File: config.mk
export PLATFORM = sky130hd
export DESIGN_NAME = serial_sram_loader
export DESIGN_NICKNAME = d
export VERILOG_FILES = /design/src/rtl/serial_sram_loader_pkg.sv /design/src/rtl/serial_shift_in.sv /design/src/rtl/serial_sram_loader.sv
export SDC_FILE = /design/constraint.sdc
export NUM_CORES = 1
export LEC_CHECK = 0
export CAP_MARGIN = 10
export CORE_UTILIZATION = 45
export CTS_CLUSTER_DIAMETER = 50
export DETAILED_ROUTE_END_ITERATION = 10
export GPL_ROUTABILITY_DRIVEN = 1
export PLACE_DENSITY = 0.69
export SETUP_SLACK_MARGIN = 0.3
export SLEW_MARGIN = 20
export SYNTH_ARGS = -nofsm -noshare
export SYNTH_HDL_FRONTEND = slang
export SYNTH_SLANG_ARGS = --single-unit
File: constraint.sdc
create_clock -name clk -period 2.8 [get_ports clk]
set_input_delay 0.56 -clock clk [delete_from_list [all_inputs] [get_ports clk]]
set_output_delay 0.56 -clock clk [all_outputs]
set_load 0.05 [all_outputs]
File: src/rtl/serial_sram_loader_pkg.sv
// rtl/serial_sram_loader_pkg.sv - shared widths, SRAM select codes and load FSM states
package serial_sram_loader_pkg;

  localparam int DATA_WIDTH_DEF = 16;
  localparam int ADDR_WIDTH_DEF = 12;
  localparam int SEL_WIDTH_DEF  = 2;

  localparam logic [1:0] SEL_PHASE_VEC = 2'd0;
  localparam logic [1:0] SEL_TF_COEFF  = 2'd1;
  localparam logic [1:0] SEL_MAG_OUT   = 2'd2;
  localparam logic [1:0] SEL_PHASE_OUT = 2'd3;

  typedef enum logic [1:0] {
    IDLE  = 2'd0,
    SHIFT = 2'd1,
    FULL  = 2'd2
  } load_state_e;

endpackage

File: src/rtl/serial_shift_in.sv
// rtl/serial_shift_in.sv - LSB-first serial-to-parallel shifter with bit counter and word_done strobe
module serial_shift_in
  import serial_sram_loader_pkg::*;
#(
  parameter int DATA_WIDTH = DATA_WIDTH_DEF
) (
  input  logic                  clk,
  input  logic                  rst,
  input  logic                  shift_en,
  input  logic                  serial_in,
  output logic [DATA_WIDTH-1:0] word,
  output logic                  word_done
);

  localparam int CW = (DATA_WIDTH > 1) ? $clog2(DATA_WIDTH) : 1;
  localparam logic [CW-1:0] LAST_BIT = CW'(DATA_WIDTH - 1);

  logic [CW-1:0]         bit_cnt;
  logic [DATA_WIDTH-1:0] shreg;

  // The word includes the bit being sampled now, so a consumer can commit on the last-bit edge.
  assign word      = {serial_in, shreg[DATA_WIDTH-1:1]};
  assign word_done = shift_en && (bit_cnt == LAST_BIT);

  always_ff @(posedge clk) begin
    if (rst) begin
      bit_cnt <= '0;
      shreg   <= '0;
    end else if (!shift_en) begin
      bit_cnt <= '0;
    end else begin
      shreg   <= word;
      bit_cnt <= word_done ? '0 : bit_cnt + 1'b1;
    end
  end

endmodule

File: src/rtl/serial_sram_loader.sv
// rtl/serial_sram_loader.sv - serial load deserializer routing words to SRAM write ports or the ADC bypass register
module serial_sram_loader
  import serial_sram_loader_pkg::*;
#(
  parameter int DATA_WIDTH = DATA_WIDTH_DEF,
  parameter int ADDR_WIDTH = ADDR_WIDTH_DEF,
  parameter int SEL_WIDTH  = SEL_WIDTH_DEF
) (
  input  logic                     clk,
  input  logic                     rst,
  input  logic                     load_en,
  input  logic                     serial_in,
  input  logic [SEL_WIDTH-1:0]     sram_select,
  input  logic                     adc_bypass_en,
  output logic                     wr_en,
  output logic [(1<<SEL_WIDTH)-1:0] wr_sel,
  output logic [ADDR_WIDTH-1:0]    wr_addr,
  output logic [DATA_WIDTH-1:0]    wr_data,
  output logic [DATA_WIDTH-1:0]    bypass_data,
  output logic                     bypass_valid,
  output logic [ADDR_WIDTH:0]      word_count,
  output logic                     overflow
);

  localparam int NSRAM = 1 << SEL_WIDTH;
  localparam logic [ADDR_WIDTH-1:0] ADDR_LAST = '1;
  localparam logic [NSRAM-1:0] SEL_ONE = {{(NSRAM-1){1'b0}}, 1'b1};

  load_state_e           state;
  logic [ADDR_WIDTH-1:0] addr;
  logic [DATA_WIDTH-1:0] word;
  logic                  word_done;

  serial_shift_in #(
    .DATA_WIDTH(DATA_WIDTH)
  ) u_shift (
    .clk      (clk),
    .rst      (rst),
    .shift_en (load_en),
    .serial_in(serial_in),
    .word     (word),
    .word_done(word_done)
  );

  always_ff @(posedge clk) begin
    if (rst) begin
      state        <= IDLE;
      addr         <= '0;
      wr_en        <= 1'b0;
      wr_sel       <= '0;
      wr_addr      <= '0;
      wr_data      <= '0;
      bypass_data  <= '0;
      bypass_valid <= 1'b0;
      word_count   <= '0;
      overflow     <= 1'b0;
    end else begin
      wr_en <= 1'b0;
      if (!load_en) begin
        // Closing the window rewinds the address so the next load starts at 0.
        state      <= IDLE;
        addr       <= '0;
        word_count <= '0;
      end else begin
        if (state == IDLE) state <= SHIFT;
        if (word_done) begin
          if (adc_bypass_en) begin
            bypass_data  <= word;
            bypass_valid <= 1'b1;
          end else if (state == FULL) begin
            overflow <= 1'b1;
          end else begin
            wr_en      <= 1'b1;
            wr_data    <= word;
            wr_addr    <= addr;
            wr_sel     <= SEL_ONE << sram_select;
            addr       <= addr + 1'b1;
            word_count <= word_count + 1'b1;
            if (addr == ADDR_LAST) state <= FULL;
          end
        end
      end
    end
  end

endmodule
# After elaboration in Yosys (flattened, before gate mapping)
# Index checks and enable logic that the tools add are counted.
op_classes:
  n_addsub: 3
  n_eq_ne: 3
  shifts: 1
  n_mux: 6
  bitwise_logic: 4
  reduce_logical: 9
ops:
  columns: ["operator", "count"]
  rows:
  - ["$add 13x1->13 const B", 1]
  - ["$add 12x1->12 const B", 1]
  - ["$eq 12x12->1 const B", 1]
  - ["$mux 2", 5]
  - ["$reduce_and 4->1", 2]
  - ["$reduce_and 3->1", 2]
  - ["$add 4x1->4 const B", 1]
  - ["$eq 4x4->1 const B", 1]
  - ["$not 1->1", 4]
  - ["$reduce_or 4->1", 1]
  - ["$shl 1x2->4 const A", 1]
  - ["$reduce_or 3->1", 1]
  - ["$eq 2x2->1 const B", 1]
  - ["$logic_not 2->1", 1]
  - ["$reduce_or 2->1", 1]
  - ["$logic_and 1x1->1", 1]
  - ["$mux 1", 1]
word_totals:
  reg_bits: 98
  input_bits: 7
  output_inout_bits: 64
  elab_cells: 38

# Depth between registers and ports, before layout
# Gate-level depths: netlist of the first run.
depth:
  word_depth: 6
  depth_mapped: 7
  depth_no_buf: 5

# Modules after synthesis
# Synthesis of the first run repeated with hierarchy kept, for this count alone.
hier_totals:
  cells_unflattened: 428
  hier_area_um2: 3701.0
modules_own_cells:
  columns: ["mod", "instances", "cells_per_inst", "area_each_um2", "seq_area_each_um2"]
  rows:
  - ["serial_sram_loader", 1, 362, 2984.1, 1561.5]
  - ["serial_shift_in", 1, 66, 716.9, 380.4]

# Worst setup path before layout of the first run
# Ideal clock, no wire load.
synth_timing:
  kind: "flip-flop to flip-flop"
  from: "register word_count[0]"
  to: "register word_count[12]"
  setup_time_ps: 70
  arrival_ps: 1854
  required_ps: 2730
  slack_ps: 875
  path_stages_with_launch: 6
  path_buffers: 0
  period_less_slack_ps: 1925
  cell_sequence: "dfxtp_1 ha_1 nand2_1 or2_1 or4_1 a21oi_1"
synth_between:
  elab_chain_len: 1
synth_rtl:
  columns: ["element", "line", "source"]
  rows:
  - ["start, declared", "serial_sram_loader.sv:21", "output logic [ADDR_WIDTH:0] word_count,"]
  - ["start signal, assigned", "serial_sram_loader.sv:78", "word_count <= word_count + 1'b1;"]
  - ["$add 13x1->13", "serial_sram_loader.sv:78", null]
# Every way passes these cells.
# A chain may end at the register's enable or synchronous reset.

# Final worst setup path of the first run
layout_timing:
  from: "register word_count[3]"
  to: "output word_count[3]"
# No word-level cell between the ends.

==> results of run 1 <==
==> cell usage in the layout (no fill, tap or decap), types with 5 or more instances in the layout <==
master | netlist | final
sky130_fd_sc_hd__nand2_1 | 110 | 110
sky130_fd_sc_hd__dfxtp_1 | 97 | 97
sky130_fd_sc_hd__clkdlybuf4s50_1 | 0 | 69
sky130_fd_sc_hd__a21oi_1 | 62 | 62
sky130_fd_sc_hd__nor2_1 | 37 | 37
sky130_fd_sc_hd__mux2i_1 | 15 | 15
sky130_fd_sc_hd__buf_4 | 3 | 10
sky130_fd_sc_hd__clkbuf_8 | 0 | 9
sky130_fd_sc_hd__o31ai_1 | 7 | 7
sky130_fd_sc_hd__xnor2_1 | 7 | 7
sky130_fd_sc_hd__nand3_1 | 6 | 6
sky130_fd_sc_hd__or4_1 | 6 | 6
sky130_fd_sc_hd__a31oi_1 | 6 | 6
sky130_fd_sc_hd__inv_1 | 5 | 5
sky130_fd_sc_hd__nor4_1 | 5 | 5
sky130_fd_sc_hd__a41o_1 | 5 | 5
==> worst paths after layout <==
check	from	to	slack [ns]	cells past startpoint
setup / recovery	word_count[3]	word_count[3]	0.52	1
setup reg to reg	u_shift.bit_cnt[0]	addr[5]	0.70	5
hold / removal	wr_data[0]	wr_data[0]	0.46	2
hold reg to reg	wr_data[0]	wr_data[0]	0.46	2
==> routing by layer <==
metal,vias up,global-route usage,part of all wire
li1,1633,-,-
met1,1491,0.261,0.48
met2,63,0.335,0.45
met3,14,0.0415,0.045
met4,0,0.0897,0.019
met5,-,0,0
==> power breakdown <==
part           total, mW  switching (mW)  internal [mW]
sequential          1.39         0.00381           1.38
clock              0.995           0.488          0.507
combinational     0.0611          0.0393         0.0217
==> Yosys cell counts (2+ instances only) <==
cell                       instances
sky130_fd_sc_hd__or4_1             6
sky130_fd_sc_hd__nand4_2           2
sky130_fd_sc_hd__o31ai_1           7
sky130_fd_sc_hd__and2_1            2
sky130_fd_sc_hd__nor2b_1           2
sky130_fd_sc_hd__nor3_1            3
sky130_fd_sc_hd__xnor2_1           7
sky130_fd_sc_hd__inv_1             5
sky130_fd_sc_hd__o21ai_0           2
sky130_fd_sc_hd__a31oi_1           6
sky130_fd_sc_hd__or3_1             3
sky130_fd_sc_hd__nor4_1            5
sky130_fd_sc_hd__nor2_1           37
sky130_fd_sc_hd__ha_1              3
sky130_fd_sc_hd__nand4_1           3
sky130_fd_sc_hd__nand2_1         110
sky130_fd_sc_hd__a21oi_1          62
sky130_fd_sc_hd__o21a_1            2
sky130_fd_sc_hd__and4_1            2
sky130_fd_sc_hd__dfxtp_1          97
sky130_fd_sc_hd__clkbuf_1         14
sky130_fd_sc_hd__nand2b_1          3
sky130_fd_sc_hd__nand4b_1          2
sky130_fd_sc_hd__buf_2            10
sky130_fd_sc_hd__mux2i_1          15
sky130_fd_sc_hd__buf_4             3
sky130_fd_sc_hd__nand3b_1          2
sky130_fd_sc_hd__a41o_1            5
sky130_fd_sc_hd__nand3_1           6
==> flip-flops by register name, indices dropped and copies added, names as in the netlist <==
name / count
wr_sel: 4
bypass_valid: 1
wr_addr: 12
u_shift.shreg: 15
overflow: 1
u_shift.bit_cnt: 4
bypass_data: 16
addr: 12
state: 2
word_count: 13
wr_en: 1
wr_data: 16
==> worst min-delay path, delay by kind of cell (launching register included) <==
family	cells	cell delay, ns
flops	1	0.32
simple gates	1	0.05
compound gates	1	0.05
==> cell families (layout without fill, tap and decap cells) <==
kind of cell | count (synthesis) | count (layout) | synth area share
buf+inv | 32 | 102 | 0.0384
flops | 97 | 97 | 0.518
mux | 15 | 15 | 0.0400
xor+xnor | 8 | 8 | 0.0187
simple gates | 194 | 194 | 0.237
compound gates | 89 | 89 | 0.138
fa+ha+maj | 3 | 3 | 0.0100
==> layout make-up <==
type,count,area (sq um),area share
repair buffers,81,791,0.166
flip-flops and latches,97,1940,0.407
well taps,102,128,0.0268
inverters,5,18.8,0.00394
clock buffers,10,128,0.0268
clock inverters,6,91.3,0.0192
multi-input cells,309,1670,0.350
==> results.md, run 1 <==
- Status: finished, final reports clean
- Relative max-transition margin: 0.587
- Main area contributors after synthesis: sky130_fd_sc_hd__dfxtp_1, sky130_fd_sc_hd__nand2_1, sky130_fd_sc_hd__a21oi_1
- Critical path capture point type: output pin
- RSZ-0062 raised after global routing: false
- Ordered list of cells on the worst path: clkdlybuf4s50_1
- Insertion delay to the later sink of the worst-skew pair: 0.36 ns
- Share of flip-flops with an asynchronous set or reset after synthesis: 0
- Number of enable-type register cells in the synthesized netlist: 0
- Count of pins over their slew limit: 0
- Buffer levels on the longest clock path: 2
- Post-detailed-route count of antenna-violating nets: 0
- # DRC: 0
- Starting utilization of the core area: 0.475
- Number of setup violations in the final report: 0
- Required time of the worst setup path: 2.24 ns
- Antenna fix cells: 0
- Ys Warns: 0
- WP buf/inv: 1
- Clk sink count: slightly below 100
- Number of instances resized during post-cts repair: 0
- Reported max-cap violation count: 0
- Final setup skew: 0.00957 ns
- Syn Inst Count: 438
- Hold-fix buffer count after cts: 0
- PnR worst setup slack: 0.519 ns
- Area inside the core boundary: 7890 sq um
- Yosys cell types: 41
- Final hold violations: 0
- Post-route insts no fill: 610
- Filler cell count in the final layout: 711
- Library cell contributing the largest single delay on the critical path: sky130_fd_sc_hd__clkdlybuf4s50_1
- Peak per-stage delay on the critical path: 0.86 ns
- Port-buffer cells: 70
- Highest ir drop seen on vdd: 0.287 mV
- Worst-path maximum fanout: 7
- Final net count: approximately 510
- Design Power: 2.44 mW
- FP Rows: 32
- Post-route fraction of the period consumed by the critical path: 0.815
- Arrival @ worst endpoint: around 1.7 ns
- Critical path type: flip-flop to output pin
- Vias after detailed routing: 3201
- Fmax achieved: 438 MHz
- TritonCTS clock tree: done
- Type of element launching the critical path: flip-flop
- Remaining global-route overflow: 0
- Kind of path behind the tightest hold check: flip-flop to flip-flop
- Post-synthesis instance area: 3750 sq um
- Final core utilization: 0.605
- Clock slew seen by the registers of the worst setup and hold paths: 0.09 ns
- Die boundary height: 93.3 um
- Slew at the pin closest to its max-slew limit: 0.620 ns
- Number of detailed-route iterations in the first pass: 4
- Worst Hold Slack: around 0.46 ns
- Number of ports placed on the die boundary: 71
- Min Clock Period, post-route: about 2.3 ns
- Clock buffers created by TritonCTS: 9
- Area Overhead vs Synth: 27.2%
- Number of setup buffers added after CTS: 0
- Drt first-iter violations: 125
- Register area share after synthesis: 0.518
- Wire length of the first global-routing pass: around 14000 um
- Cell total after placement: 594
- Count of state elements after synthesis: 97
- Pwr dens: between 500 and 600 nW/um^2
- Die width: 93.3 um
- Vias in the first global route: 3084
- Root buf cell: sky130_fd_sc_hd__clkbuf_8
- Synth Area per Inst: 8.56 sq um
- Setup TNS Final: 0 ns
- DRT Wirelength: 8310 um
- Post-detail-place hpwl: 5570 um
- Area fraction of the dominant cell type after synthesis: 0.518
- Cell area after placement: 4550 sq um
- Static leakage power: 1.63 nW
- Category of cells accounting for the largest share of critical-path delay: buffers and inverters
- Post-route cell area: roughly 4800 sq um
- Maximum number of pins on one net before global-route repair: 63
- Largest area contributor in the synthesized netlist: sky130_fd_sc_hd__dfxtp_1
- Gp weighted congestion: ~0.76
- DR vias/cell: around 5.2
- GRT Overall Usage: 0.205
- Drt wl/cell: 13.6 um
- Post-Synthesis Net Count: 448
- DP Worst Slack: 0.319 ns
- Initial antenna violation count: 0
- Fraction of layout instances using a drive strength above 1: 0.0669
- H-Tree Depth: 3
- Die area: 8700 sq um
- Main flop type after synthesis: sky130_fd_sc_hd__dfxtp_1
No activity file was read; power rests on OpenSTA's default activity.
==> inputs of run 2 (changes only) <==
==> constraint.sdc (replaced) <==
create_clock -name clk -period 2.25 [get_ports clk]
set_input_delay 0.45 -clock clk [delete_from_list [all_inputs] [get_ports clk]]
set_output_delay 0.45 -clock clk [all_outputs]
set_load 0.05 [all_outputs]
==> run 2 against run 1 <==
Sequential power increased by 24%. Total power rose by 23%. Worst hold slack got worse by 0.11 ns. Critical path depth up 4. Global-route usage increased by 0.70 points. Clock skew grew 0.0044 ns. Worst setup slack worse by 0.14 ns. Clock-buffer cell count fell by 1.
==> results.md, run 2 (synthesis results as in run 1) <==
- # DRC: 0
- Highest-count cells in the layout ignoring fill and taps: sky130_fd_sc_hd__nand2_1, sky130_fd_sc_hd__dfxtp_1, sky130_fd_sc_hd__dlygate4sd2_1, sky130_fd_sc_hd__a21oi_1, sky130_fd_sc_hd__nor2_1
- Arrival @ worst endpoint: approximately 2.2 ns
- Relative contribution of combinational cells to total power: 0.028
- Setup slack of the most critical reg-to-reg path: 0.38 ns
- Buffer levels on the longest clock path: 2
- Slew at the pin closest to its max-slew limit: 0.605 ns
- Largest registers: bypass_data (16), wr_data (16), u_shift.shreg (15)
- Busiest metal layer after global routing: met2
- Power spent charging and discharging nets: 704 uW
- Kind of path behind the tightest hold check: primary input to flip-flop
- Critical path type: flip-flop to flip-flop
- TritonCTS clock tree: done
- Area Overhead vs Synth: 28.1%
- Die width: ~93 um
- Highest ir drop seen on vdd: approximately 0.35 mV
- Drt wl/cell: between 10 and 15 um
- Root buf cell: sky130_fd_sc_hd__clkbuf_8
- Number of stages on the worst hold path: 2
- Antenna fix cells: 0
- Library cell contributing the largest single delay on the critical path: sky130_fd_sc_hd__or4_1
- Clk sink count: 97
- Type of element launching the critical path: flip-flop
- Hold-fix buffer count after cts: 0
- Beginning of the worst register-to-register path: u_shift.bit_cnt[0]
- Number of cells on the worst reg-to-reg path: 5
- DR vias/cell: between 5 and 6
- Area inside the core boundary: 7890 sq um
- Cell area after placement: about 4600 sq um
- RSZ-0062 raised after global routing: true
- Vias after detailed routing: 3293
- Port-buffer cells: 70
- Drt first-iter violations: 106
- FP Rows: 32
- Global routing met2 resource utilization: 0.333
- Wire length of the first global-routing pass: about 14000 um
- Static leakage power: slightly above 2 nW
- Most common cell after layout, fill and taps aside: sky130_fd_sc_hd__nand2_1
- Timing startpoint of the critical path: u_shift.bit_cnt[0]
- Count of pins over their slew limit: 0
- Peak per-stage delay on the critical path: 0.55 ns
- Vias in the first global route: 3061
- DRT Wirelength: 8580 um
- Final setup skew: 0.0139 ns
- Number of setup violations in the final report: 0
- Min Clock Period, post-route: 1.87 ns
- Fraction of power spent switching nets: 0.235
- Initial antenna violation count: 0
- R2R Path End: word_count[7]
- Fraction of layout instances using a drive strength above 1: 0.0925
- PnR worst setup slack: 0.376 ns
- Worst Hold Slack: 0.343 ns
- Global-route met1 utilization: 0.285
- Required time of the worst setup path: 2.55 ns
- Endpoint with the worst hold slack: wr_addr[11]
- Clock buffers created by TritonCTS: 9
- Post-detail-place hpwl: 5970 um
- Final hold violations: 0
- WP buf/inv: 0
- Reported max-cap violation count: 0
- GRT Overall Usage: 0.212
- Final core utilization: 0.609
- Die boundary height: between 90 and 100 um
- Hold wc startpoint: rst
- Post-detailed-route count of antenna-violating nets: 0
- Gp weighted congestion: 0.881
- Insertion delay to the later sink of the worst-skew pair: approximately 0.37 ns
- Final net count: 524
- Maximum number of pins on one net before global-route repair: 63
- Setup TNS Final: 0 ns
- Ordered list of cells on the worst path: ha_4 -> and4_4 -> nand3_4 -> or4_1 -> a21oi_1
- Seq pwr share: 0.576
- Starting utilization of the core area: 0.475
- Category of cells accounting for the largest share of critical-path delay: simple AND/OR/NAND/NOR gates
- Post-route fraction of the period consumed by the critical path: 0.833
- Worst-path maximum fanout: 17
- Remaining global-route overflow: 0
- Clock slew seen by the registers of the worst setup and hold paths: 0.09 ns
- Met3 demand-to-capacity share in global routing: 0.0390
- Die area: 8700 sq um
- Post-route cell area: 4800 sq um
- Cell Int Power: 2.29 mW
- Number of ports placed on the die boundary: 71
- Relative max-transition margin: 0.597
- Fraction of power consumed by the clock network: 0.395
- H-Tree Depth: 3
- DP Worst Slack: -0.00437 ns
- Critical path capture point type: flip-flop
- Number of detailed-route iterations in the first pass: 4
- Pwr dens: between 600 and 700 nW/um^2
- Fmax achieved: 534 MHz
- Status: finished, final reports clean
[run 2: cell count changes in the layout (fill, tap and decap cells not counted), moves of 2 or more]
cell / change
sky130_fd_sc_hd__dlygate4sd2_1: +63
sky130_fd_sc_hd__inv_8: +2
sky130_fd_sc_hd__clkinvlp_4: -3
sky130_fd_sc_hd__clkdlybuf4s50_1: -64
sky130_fd_sc_hd__buf_4: +10
[run 2: how the worst max path moves through the flow]
stage,end,cells after the start
after floorplan,word_count[12],5
after global placement,word_count[4],6
after detailed placement,word_count[4],6
after CTS,word_count[7],5
after global routing,word_count[10],5
final,word_count[7],5
[run 2: final cells by class]
type / instances / area, sq um
fillers: 727 / 3080
clock inverters: 7 / 83.8
well taps: 102 / 128
flip-flops and latches: 97 / 1940
repair buffers: 92 / 810
multi-input cells: 309 / 1700
clock buffers: 9 / 124
inverters: 5 / 18.8
[run 2: power by group through the flow]
stage / clock (mW) / combinational, mW / sequential (mW)
global placement: 0 / 0.0827 / 1.76
floorplan: 0 / 0.0503 / 1.76
finish: 1.18 / 0.0851 / 1.73
detailed placement: 0 / 0.0833 / 1.77
CTS: 1.21 / 0.0837 / 1.73
global route: 1.28 / 0.0934 / 1.73
[run 2: through the flow]
stage | power [mW] | std cells
final | 3.00 | 621
after detailed placement | 1.85 | 601
after global routing | 3.10 | 621
after floorplan | 1.81 | 438
after CTS | 3.02 | 617
after global placement | 1.85 | 601
[run 2: per-layer routing]
layer / part of all wire / vias to the layer above / wire length (um)
met3: 0.052 / 13 / 445
met1: 0.47 / 1544 / 4000
met5: 0 / - / 0
li1: - / 1653 / -
met2: 0.46 / 83 / 3970
met4: 0.019 / 0 / 159
[run 2: what timing repair did]
item / 4_1_cts / 5_1_grt
setup endpoints to repair: 66 / 27
pin swaps: 0 / 1
setup buffers: 0 / 4
gates resized for setup: 64 / 4
==> patch 1, RTL diff (flow settings as in run 2) <==
Change the package constant `SEL_WIDTH_DEF` from 2 to 1.
--- a/src/rtl/serial_sram_loader_pkg.sv
+++ b/src/rtl/serial_sram_loader_pkg.sv
@@ -3,7 +3,7 @@
 
   localparam int DATA_WIDTH_DEF = 16;
   localparam int ADDR_WIDTH_DEF = 12;
-  localparam int SEL_WIDTH_DEF  = 2;
+  localparam int SEL_WIDTH_DEF  = 1;
 
   localparam logic [1:0] SEL_PHASE_VEC = 2'd0;
   localparam logic [1:0] SEL_TF_COEFF  = 2'd1;
Interface: changed (resized sram_select and wr_sel); port bits go from 71 to 68. No check against the original RTL was run, so the function may have changed too.
==> patch 1 against run 2 <==
  * Via count is 5.6% lower
  * Synthesized cell count is 3.0% lower
  * Power is 1.7% lower
  * Cell area is 3.6% lower
  * Largest power group unchanged
  * Routed wire length is 5.4% lower
  * Area after synthesis is 2.5% lower
  * Sequential cell count is 2 lower
  * Core utilization is 1.6 points lower
  * Fmax is 1.8% lower
  * Non-clock buffer count is 7 lower
  * Setup slack worse by 35 ps
==> patch 1: results (changes against run 2) <==
status -> finished, final reports clean
ratio of cells with drive above 1 in the final layout -> 0.0898 (-0.00267)
Detail Placement HPWL -> 5580 um (-6.5%)
cts repair resizes -> 61 (-4.7%)
I/O Buffers -> 67 (-4.3%)
main area contributors after synthesis -> dfxtp_1 (52%), nand2_1 (12%), a21oi_1 (8.6%)
nets -> 505 (-3.6%)
largest net degree at the start of global routing -> 39 (-38%)
Clk pwr share -> 0.399 (+0.004)
initial DRC count -> 87 (-18%)
launch point of the worst reg-to-reg path -> u_shift.bit_cnt[1]$_SDFF_PP0_
M1 wire length -> 4100 um (+2.4%)
Setup Skew -> 14.9 ps (+0.999 ps)
Netlist cell types -> 38 (-7.3%)
cell family with most CP delay -> buffers and inverters
grt met1 use -> 0.275 (-0.00915)
first-pass GRT wire length -> 13,500 um (-7.0%)
gr usage total -> 0.202 (-0.0104)
Fillers -> 740 (+1.8%)
worst slew pin tran -> 548 ps (-57.0 ps)
DR vias -> 3,108 (-5.6%)
setup slack after layout -> 341 ps (-35.1 ps)
P_comb -> 79.1 uW (-7.1%)
total nets after synthesis -> 434 (-3.1%)
sequential fraction of the synthesis area -> 0.520 (+0.00252)
Critical R2R Capture -> word_count[11]$_SDFFE_PP0P_
patch 1: cell types whose count changed in the layout (fill, tap and decap cells not counted), moves of 3 or more:
cell,delta
nor2_1,-6
dfxtp_1,-3
buf_4,-3
nor3_1,-3
nor4_1,-3
nand2b_1,+3
xnor2_1,-3
a31oi_1,-3
nand4_1,+4
a41o_1,-3
patch 1: worst max-delay path by stage:
stage          depth (start not counted)                          start                           to
2_1_floorplan                          4     word_count[2]$_SDFFE_PP0P_  word_count[11]$_SDFFE_PP0P_
3_3_place_gp                           5                        load_en   word_count[8]$_SDFFE_PP0P_
3_5_place_dp                           5                        load_en  word_count[12]$_SDFFE_PP0P_
4_1_cts                                5  u_shift.bit_cnt[0]$_SDFF_PP0_  word_count[12]$_SDFFE_PP0P_
5_1_grt                                1               wr_en$_SDFF_PP0_                        wr_en
6_report                               1               wr_en$_SDFF_PP0_                        wr_en
patch 1: cell families after synthesis:
kind of cell / share of synthesized area
buf+inv: 0.0390
flops: 0.520
compound gates: 0.132
xor+xnor: 0.0144
simple gates: 0.238
fa+ha+maj: 0.0103
mux: 0.0466
patch 1: through the flow:
stage / util / cell area (um^2) / hold WS (ps) / TNS, ps / std cells
floorplan: - / 3650 / 435 / 0 / 425
global placement: 0.574 / 4480 / 443 / 0 / 587
detailed placement: 0.574 / 4480 / 446 / -49.0 / 587
CTS: 0.591 / 4610 / 419 / 0 / 603
global route: 0.593 / 4630 / 429 / 0 / 603
finish: 0.593 / 4630 / 434 / 0 / 603
patch 1: cell type report:
class / instances / share of cell area
clock buffers: 9 / 0.0268
clock inverters: 7 / 0.0187
inverters: 5 / 0.00406
multi-input cells: 300 / 0.353
flip-flops and latches: 95 / 0.411
well taps: 102 / 0.0276
repair buffers: 85 / 0.159
==> patch 2, RTL diff (config.mk and constraints of run 2) <==
Without the edit above. Put one more register stage on the output `word_count`, cleared by the reset. The value now appears one clock later. The other outputs are not delayed to match.
--- a/src/rtl/serial_sram_loader.sv
+++ b/src/rtl/serial_sram_loader.sv
@@ -26,6 +26,8 @@
   localparam logic [ADDR_WIDTH-1:0] ADDR_LAST = '1;
   localparam logic [NSRAM-1:0] SEL_ONE = {{(NSRAM-1){1'b0}}, 1'b1};
 
+  logic [ADDR_WIDTH:0] word_count_s0;
+
   load_state_e           state;
   logic [ADDR_WIDTH-1:0] addr;
   logic [DATA_WIDTH-1:0] word;
@@ -52,7 +54,7 @@
       wr_data      <= '0;
       bypass_data  <= '0;
       bypass_valid <= 1'b0;
-      word_count   <= '0;
+      word_count_s0 <= '0;
       overflow     <= 1'b0;
     end else begin
       wr_en <= 1'b0;
@@ -60,7 +62,7 @@
         // Closing the window rewinds the address so the next load starts at 0.
         state      <= IDLE;
         addr       <= '0;
-        word_count <= '0;
+        word_count_s0 <= '0;
       end else begin
         if (state == IDLE) state <= SHIFT;
         if (word_done) begin
@@ -75,7 +77,7 @@
             wr_addr    <= addr;
             wr_sel     <= SEL_ONE << sram_select;
             addr       <= addr + 1'b1;
-            word_count <= word_count + 1'b1;
+            word_count_s0 <= word_count_s0 + 1'b1;
             if (addr == ADDR_LAST) state <= FULL;
           end
         end
@@ -83,4 +85,12 @@
     end
   end
 
+  always_ff @(posedge clk) begin
+    if (rst) begin
+      word_count <= '0;
+    end else begin
+      word_count <= word_count_s0;
+    end
+  end
+
 endmodule
Formal check against the unedited RTL: same outputs for any inputs over 10 cycles, from zero or initial values and one cycle with rst high; that may be too few to reach the edited logic, so the function may still have changed.
==> patch 2 against run 2 <==
  * Sequential cell count grew 13
  * Setup slack better by 36 ps
  * Area after synthesis grew 9.0%
  * Power grew 5.2%
  * Combinational power down 5.5%
  * Sequential power grew 13%
  * Die area is 8.8% higher
  * Cell area increased by 6.3%
  * Critical path depth stayed put
  * Via count grew 2.5%
  * Routed wire length increased by 0.65%
  * Critical endpoint is now addr[9]$_SDFFE_PP0P_
  * Largest cell class unchanged
  * Largest power group unchanged
  * Highest routed layer unchanged
==> patch 2: results (changes against run 2) <==
main area contributors after synthesis -> dfxtp_1 (54%), nand2_1 (10%), a21oi_1 (8.2%)
maximum VDD drop -> 0.342 mV (-2.5%)
initial DRC count -> 129 (+22%)
largest net degree at the start of global routing -> 72 (+14%)
Hold Path Class -> input port to flop
Post-Synth Adder-Cell Area -> 0.00919 (-0.000824)
post-synthesis mux area share -> 0.0367 (-0.00330)
later-pin clock latency in the skew report -> 370 ps (about the same)
First-pass DRT Iterations -> 4 (unchanged)
launch point of the worst reg-to-reg path -> u_shift.bit_cnt[1]$_SDFF_PP0_
gr usage total -> 0.190 (-0.0220)
startpoint of the worst hold path -> rst
Critical R2R Capture -> addr[9]$_SDFFE_PP0P_
total nets after synthesis -> 474 (+5.8%)
antenna diode count -> 0 (unchanged)
Compound-Gate Fraction of Synth Area -> 0.123 (-0.0151)
Largest regs -> bypass_data x16, wr_data x16, u_shift.shreg x15
first-pass GRT wire length -> 14,900 um (+2.9%)
crit-path max FO -> 18 (+1)
Clk pin slew, worst setup/hold paths -> 110 ps (+20 ps)
H-tree Lvls -> 3 (unchanged)
Setup Skew -> 13.2 ps (-0.750 ps)
R2R Setup Slk -> 410 ps (+40 ps)
Root Driver -> clkbuf_8
worst relative slew slack -> 0.553 (-0.0435)
top post-synthesis cells by count -> nand2_1 (111), dfxtp_1 (110), a21oi_1 (67)
Netlist cell types -> 38 (-7.3%)
sequential fraction of the synthesis area -> 0.539 (+0.0210)
gp weighted congestion -> 0.799 (-9.3%)
Slowest cell on crit path -> or4_1
nets -> 546 (+4.2%)
number of flops mapped to enable cells by yosys -> 0 (unchanged)
Ys Warns -> 0 (unchanged)
status -> finished, final reports clean
drt wl/cell -> 13.3 um (-3.7%)
Switching Fraction -> 0.239 (+0.00400)
R2R cell count -> 5 (unchanged)
leakage power figure -> 2.21 nW (+9.7%)
initial antenna violation count -> 0 (unchanged)
Post-Synth XOR/XNOR Area -> 0.0129 (-0.00583)
vias in the first global route -> 3,156 (+3.1%)
ys async rst share -> 0 (unchanged)
Fillers -> 829 (+14%)
top_reg_cell synth -> dfxtp_1
Detail Placement HPWL -> 5980 um (about the same)
ratio of cells with drive above 1 in the final layout -> 0.0832 (-0.00931)
hold endpoint -> word_count[2]$_SDFF_PP0_
vias per cell -> 5.20 (-1.9%)
Final setup viols -> 0 (unchanged)
crit path DAT -> 2130 ps (-40 ps)
peak per-stage delay on the critical path -> 560 ps
hold depth -> 2 (unchanged)
-- patch 2: worst max-delay path by stage --
stage                                  start                            end  slack (ps)
6_report       u_shift.bit_cnt[1]$_SDFF_PP0_           addr[9]$_SDFFE_PP0P_         410
5_1_grt        u_shift.bit_cnt[1]$_SDFF_PP0_  word_count_s0[7]$_SDFFE_PP0P_         310
4_1_cts             word_count[4]$_SDFF_PP0_                  word_count[4]         300
3_5_place_dp                         load_en         wr_sel[0]$_SDFFE_PP0P_          40
3_3_place_gp                         load_en         wr_sel[0]$_SDFFE_PP0P_          60
2_1_floorplan  u_shift.bit_cnt[0]$_SDFF_PP0_  word_count_s0[7]$_SDFFE_PP0P_         560
-- patch 2: through the flow --
step | hold WS (ps) | std cells | setup slack (ps) | power [mW] | area [um^2]
after CTS | 378 | 646 | 300 | 3.18 | 5050
after global placement | 443 | 630 | 60.3 | 2.08 | 4930
final | 387 | 649 | 413 | 3.15 | 5110
after floorplan | 435 | 464 | 559 | 2.05 | 4090
after global routing | 400 | 649 | 314 | 3.28 | 5110
after detailed placement | 446 | 630 | 35.6 | 2.08 | 4930
-- patch 2: layer usage --
metal,vias up,share of wire,routed length (um),global-route usage
met5,-,0,0,0
met4,0,0.0086,74,0.0441
met3,8,0.049,427,0.0424
met2,73,0.48,4130,0.323
met1,1563,0.46,4010,0.246
li1,1732,-,-,-
-- patch 2: area by class of cell --
cell class / instances / area share
Clock buffer: 9 / 0.0243
Clock inverter: 7 / 0.0108
Tap cell: 108 / 0.0265
Inverter: 5 / 0.00367
Multi-Input combinational cell: 321 / 0.343
Sequential cell: 110 / 0.431
Timing Repair Buffer: 89 / 0.161
-- patch 2: repair_timing --
action | 4_1_cts | 5_1_grt
endpoints found under the setup margin | 58 | 38
pin swaps | 0 | 1
hold endpoints to repair | 0 | 0
resized for setup | 56 | 12
setup buffers | 0 | 3
-- patch 2: power groups by stage --
stage	Combinational (mW)	Clock, mW	Sequential, mW
2_1_floorplan	0.0517	0	2.00
3_3_place_gp	0.0794	0	2.00
3_5_place_dp	0.0807	0	2.00
4_1_cts	0.0805	1.14	1.96
5_1_grt	0.0890	1.23	1.96
6_report	0.0804	1.12	1.96
-- patch 2: cell families after synthesis --
logic type | count (synthesis)
AND/OR/NAND/NOR | 207
buffers and inverters | 33
adder cells (fa/ha/maj) | 3
multiplexers | 15
flip-flops | 110
AO/OA/AOI/OAI | 90
XOR/XNOR | 6
-- patch 2: worst max-delay path: cells and delay by family, from the launching register on --
family | cells | cell delay, ps
fa+ha+maj | 1 | 190
simple gates | 3 | 990
compound gates | 1 | 170
flops | 1 | 410
